<file path="src/rtl/adder_share_arbiter.sv">
// Round-robin arbiter sharing one WIDTH-bit add/subtract datapath among NUM_REQ requesters.
// Define ADDER_ARB_FIXED_PRIO_EN for fixed priority (lowest index wins) instead of round-robin.
module adder_share_arbiter #(
    parameter int WIDTH   = 32,
    parameter int NUM_REQ = 4,
    parameter int ID_W    = 2
) (
    input  logic                     clk,
    input  logic                     reset,
    input  logic [NUM_REQ-1:0]       req_valid,
    output logic [NUM_REQ-1:0]       req_ready,
    input  logic [NUM_REQ*WIDTH-1:0] req_a,
    input  logic [NUM_REQ*WIDTH-1:0] req_b,
    input  logic [NUM_REQ-1:0]       req_sub,
    output logic                     rsp_valid,
    input  logic                     rsp_ready,
    output logic [ID_W-1:0]          rsp_id,
    output logic [WIDTH-1:0]         rsp_sum,
    output logic                     rsp_carryout,
    output logic                     rsp_overflow
);

    // Handshake: a request transfers when req_valid[i] & req_ready[i]; the
    // response transfers when rsp_valid & rsp_ready, and rsp_* hold otherwise.
    typedef enum logic {IDLE = 1'b0, BUSY = 1'b1} state_t;

    state_t           state_q, state_d;
    logic [WIDTH-1:0] a_q, a_d;
    logic [WIDTH-1:0] b_q, b_d;
    logic             sub_q, sub_d;
    logic [ID_W-1:0]  id_q, id_d;
    logic [ID_W-1:0]  ptr_q;
`ifndef ADDER_ARB_FIXED_PRIO_EN
    logic [ID_W-1:0]  ptr_d;
`else
    assign ptr_q = '0;
`endif

    logic            accept_en;
    logic            found;
    logic            transfer;
    logic [ID_W-1:0] grant_idx;
    int              cand;

    // Reset also blocks grants so nothing is accepted while it is held.
    assign accept_en = !reset && ((state_q == IDLE) || rsp_ready);
    assign transfer  = accept_en && found;

    always_comb begin
        found     = 1'b0;
        grant_idx = '0;
        cand      = 0;
        for (int k = 0; k < NUM_REQ; k++) begin
            cand = int'(ptr_q) + k;
            if (cand >= NUM_REQ) cand = cand - NUM_REQ;
            if (!found && req_valid[cand]) begin
                found     = 1'b1;
                grant_idx = cand[ID_W-1:0];
            end
        end
    end

    always_comb begin
        req_ready = '0;
        for (int i = 0; i < NUM_REQ; i++) begin
            if (transfer && (grant_idx == ID_W'(i))) req_ready[i] = 1'b1;
        end
    end

    always_comb begin
        state_d = state_q;
        a_d     = a_q;
        b_d     = b_q;
        sub_d   = sub_q;
        id_d    = id_q;
        if (transfer) begin
            state_d = BUSY;
            id_d    = grant_idx;
            for (int i = 0; i < NUM_REQ; i++) begin
                if (req_ready[i]) begin
                    a_d   = req_a[i*WIDTH +: WIDTH];
                    b_d   = req_b[i*WIDTH +: WIDTH];
                    sub_d = req_sub[i];
                end
            end
        end else if ((state_q == BUSY) && rsp_ready) begin
            state_d = IDLE;
        end
    end

`ifndef ADDER_ARB_FIXED_PRIO_EN
    always_comb begin
        ptr_d = ptr_q;
        if (transfer) begin
            if (int'(grant_idx) == NUM_REQ - 1) ptr_d = '0;
            else                                ptr_d = grant_idx + ID_W'(1);
        end
    end
`endif

    always_ff @(posedge clk or posedge reset) begin
        if (reset) begin
            state_q <= IDLE;
            a_q     <= '0;
            b_q     <= '0;
            sub_q   <= 1'b0;
            id_q    <= '0;
`ifndef ADDER_ARB_FIXED_PRIO_EN
            ptr_q   <= '0;
`endif
        end else begin
            state_q <= state_d;
            a_q     <= a_d;
            b_q     <= b_d;
            sub_q   <= sub_d;
            id_q    <= id_d;
`ifndef ADDER_ARB_FIXED_PRIO_EN
            ptr_q   <= ptr_d;
`endif
        end
    end

    // Shared adder: subtract is a + ~b + 1.
    logic [WIDTH-1:0] b_eff;
    logic [WIDTH:0]   sum_full;

    assign b_eff    = sub_q ? ~b_q : b_q;
    assign sum_full = {1'b0, a_q} + {1'b0, b_eff} + {{WIDTH{1'b0}}, sub_q};

    assign rsp_valid    = (state_q == BUSY);
    assign rsp_id       = id_q;
    assign rsp_sum      = sum_full[WIDTH-1:0];
    assign rsp_carryout = sum_full[WIDTH];
    // Same as carry-in-to-MSB XOR carry-out: like-signed operands, differently signed sum.
    assign rsp_overflow = (a_q[WIDTH-1] == b_eff[WIDTH-1]) && (sum_full[WIDTH-1] != a_q[WIDTH-1]);

endmodule

</file>
<file path="config.mk">
export PLATFORM = sky130hd
export DESIGN_NAME = adder_share_arbiter
export DESIGN_NICKNAME = d
export VERILOG_FILES = /design/src/rtl/adder_share_arbiter.sv
export SDC_FILE = /design/constraint.sdc
export NUM_CORES = 1
export LEC_CHECK = 0
export ABC_AREA = 1
export CAP_MARGIN = 25
export CORE_ASPECT_RATIO = 0.75
export CORE_MARGIN = 2
export CORE_UTILIZATION = 47
export CTS_CLUSTER_DIAMETER = 30
export CTS_CLUSTER_SIZE = 30
export DETAILED_ROUTE_END_ITERATION = 6
export PLACE_DENSITY_LB_ADDON = 0.25
export SLEW_MARGIN = 20
export SYNTH_ARGS = -nofsm -noshare
export SYNTH_HDL_FRONTEND = slang
export SYNTH_SLANG_ARGS = --single-unit
</file>
<file path="constraint.sdc">
create_clock -name clk -period 3.8 [get_ports clk]
set_input_delay 0.38 -clock clk [delete_from_list [all_inputs] [get_ports clk]]
set_output_delay 0.38 -clock clk [all_outputs]
set_load 0.005 [all_outputs]
</file>
==> results.ini, run 1 <==
[yosys]
synthArstFlopShare_pct=100
synth_largest_area_cell=dfrtp_1
yosysWarnings=0
synth.most_common_cell=nand2_1
synthDistinctLibCells=36
ys_seq_elements=70
ys.flop_type=dfrtp_1
synth_edf_count=0
syn_inst=1567
synth_area_um2=8910
ys_seq_area_share_pct=19.7
synth_area_leaders=dfrtp_1 (20%), nand2_1 (16%), inv_1 (16%), nand4_1 (9.6%), nor2_1 (7.5%)
synth_top_area_share_pct=19.7
synth_commonest_cells=nand2_1 (374), inv_1 (371), nor2_1 (177)
syn_nets=1870
postSynthAreaPerCell_um2=5.68

[sta]
skew_ns=0.0108
finalCritPeriodShare_pct=96.5
setup_viol=0
slew_headroom_pct=39.2
drv_slew=0
worst_slew_pin_slew_ns=0.912
layout_min_cycle_time_ns=3.67
fmax_mhz=273
rsz0062_at_grt=no
hold_violations=0

[floorplanning]
design.die.area_um2=20100
rows=43
dieWidth_um=163
core_area_um2=18500
io_pins=308
dieHeight_um=123
initial_core_util_pct=48.1

[clocking]
clock_path_buffers=2
cts_buffers=9
clock-sinks=70
ctsHoldBuffers=0
clockRootBuffer=clkbuf_16
cts_max_level=3
cts_tree=yes
path_clk_slew_ns=0.07
clk_latency_ns=0.36

[final_layout]
nFillCells=1781
area_growth_pct=40.2
finalNetCount=2127
layout-drive-gt1-share_pct=4.10
utilization_pct=67.4

[worst_setup_path]
rrSetupSlack_ns=0.54
worstSetupEndpointType=primary output
startpoint=sub_q$_DFFE_PP0P_
r2r_end=a_q[31]$_DFFE_PP0P_
arrival_ns=3.29
start_kind=flop
ff2ff_path_depth=17
cp.required_ns=3.42
timing_worst_setup_path_type=reg -> out
r2r-start=ptr_q[0]$_DFFE_PP0P_
path_max_fanout=9
endpoint=rsp_sum[24]

[detailed_routing]
drc=0
avgViaCountPerCell=5.11
firstDrtPassIters=5
vias=10619
wl_per_cell_um=15.4
drt_iter0_markers=876
antenna_left=0
wirelength_um=32000

[grt]
grt_pass1_vias=9665
grt_start_max_net_pins=131
antenna_found_initial=1
grt_pass1_wl_um=49900
grt-ovfl-total=0
grt_use_total_pct=31.8

[worst_hold_path]
hold_path_class=in -> async

[run_status]
status=complete, no violations

[placement]
dp.final_hpwl_um=24300
port_buffers=307
gp_congestion=0.969

[flow_run]
drv_cap=0

==> cell type report <==
| cell class | count | area [um^2] | area share [%] |
|---|---|---|---|
| Multi-Input combinational cell | 1034 | 5360 | 42.9 |
| Inverter | 374 | 1410 | 11.3 |
| Timing Repair Buffer | 335 | 3360 | 26.9 |
| Tap cell | 247 | 309 | 2.48 |
| Clock inverter | 7 | 70.1 | 0.561 |
| Antenna cell | 1 | 2.50 | 0.0200 |
| Clock buffer | 9 | 225 | 1.80 |
| Sequential cell | 70 | 1750 | 14.0 |
==> metal layers <==
layer	vias up	share of wire, %	global-route usage [%]
met5	-	0	0
met4	0	2.4	7.63
met3	53	8.6	7.65
met2	407	44	50.1
met1	4815	45	44.1
li1	5344	-	-
==> worst min-delay path by stage <==
stage | startpoint | end | slack (ns)
after global routing | reset | rsp_id[1]$_DFFE_PP0P_ | 0.52
after detailed placement | rsp_id[1]$_DFFE_PP0P_ | rsp_id[1]$_DFFE_PP0P_ | 0.49
after CTS | reset | rsp_id[1]$_DFFE_PP0P_ | 0.47
after global placement | rsp_id[1]$_DFFE_PP0P_ | rsp_id[1]$_DFFE_PP0P_ | 0.47
after floorplan | rsp_id[0]$_DFFE_PP0P_ | rsp_id[0]$_DFFE_PP0P_ | 0.47
final | reset | ptr_q[1]$_DFFE_PP0P_ | 0.46
==> state kept, by name, indices dropped and copies added (netlist names) <==
signal,count
rsp_id,2
b_q,32
a_q,32
ptr_q,2
rsp_valid,1
sub_q,1
==> placed cells by master, fill, tap and decap left out, types with 4 or more instances in the layout <==
cell             netlist  final
nor2_2                 0      4
ha_2                   0      4
nand4_1              136    136
inv_1                371    370
buf_12                 0      5
dfrtp_1               70     70
inv_8                  0      4
ha_1                  35     31
nand2_1              374    374
xor2_1                54     54
a21oi_2                2      4
clkbuf_16              0      9
nor2_1               177    172
o21ai_0               26     20
o21a_1                 6      6
buf_4                 13     21
a21oi_1              103    100
clkdlybuf4s50_1        0    307
xnor2_1                6      6
a21o_1                 7      6
nand3_1               85     83
==> through the flow <==
step,cell area [um^2],hold WS (ns),setup slack (ns),std cells,setup TNS [ns]
2_1_floorplan,8910,0.473,0.877,1567,0
6_report,12500,0.457,0.132,2077,0
3_3_place_gp,12100,0.468,0.177,2055,0
5_1_grt,12500,0.520,0.00150,2077,0
4_1_cts,12400,0.470,-0.00242,2072,-0.00242
3_5_place_dp,12100,0.485,0.151,2056,0
==> cell families after synthesis <==
kind of cell	synth area share [%]
AO/OA/AOI/OAI	9.61
XOR/XNOR	5.90
adder cells (fa/ha/maj)	5.14
buffers and inverters	21.1
flip-flops	19.7
AND/OR/NAND/NOR	38.6
==> critical path, stage by stage, from the launching register on <==
cell             delay, ns
dfrtp_1               0.40
buf_6                 0.16
xor2_1                0.37
ha_1                  0.37
nand2_1               0.18
nor2_1                0.08
nor2_1                0.19
o21ai_0               0.15
a21oi_2               0.23
o21ai_0               0.14
xor2_1                0.15
clkdlybuf4s50_1       0.52
==> timing repair <==
action / 4_1_cts / 5_1_grt
gates resized for setup: 2 / 25
buffers inserted: 0 / 4
endpoints found under the setup margin: 5 / 18
pin swaps: 0 / 4
Power of run 1 is not shown: default switching activity piles up to over one toggle a cycle in this logic, so the estimate is an artifact.
==> inputs of run 2 (changes only) <==
--- a/config.mk
+++ b/config.mk
@@ -10,7 +10,7 @@
 export CORE_ASPECT_RATIO = 0.75
 export CORE_MARGIN = 2
 export CORE_UTILIZATION = 47
-export CTS_CLUSTER_DIAMETER = 30
+export CTS_CLUSTER_DIAMETER = 120
 export CTS_CLUSTER_SIZE = 30
 export DETAILED_ROUTE_END_ITERATION = 6
 export PLACE_DENSITY_LB_ADDON = 0.25
==> results of run 2 <==
Final layout, timing and power as in run 1 (identical DEF).
Power of run 2 is left out for the same reason.
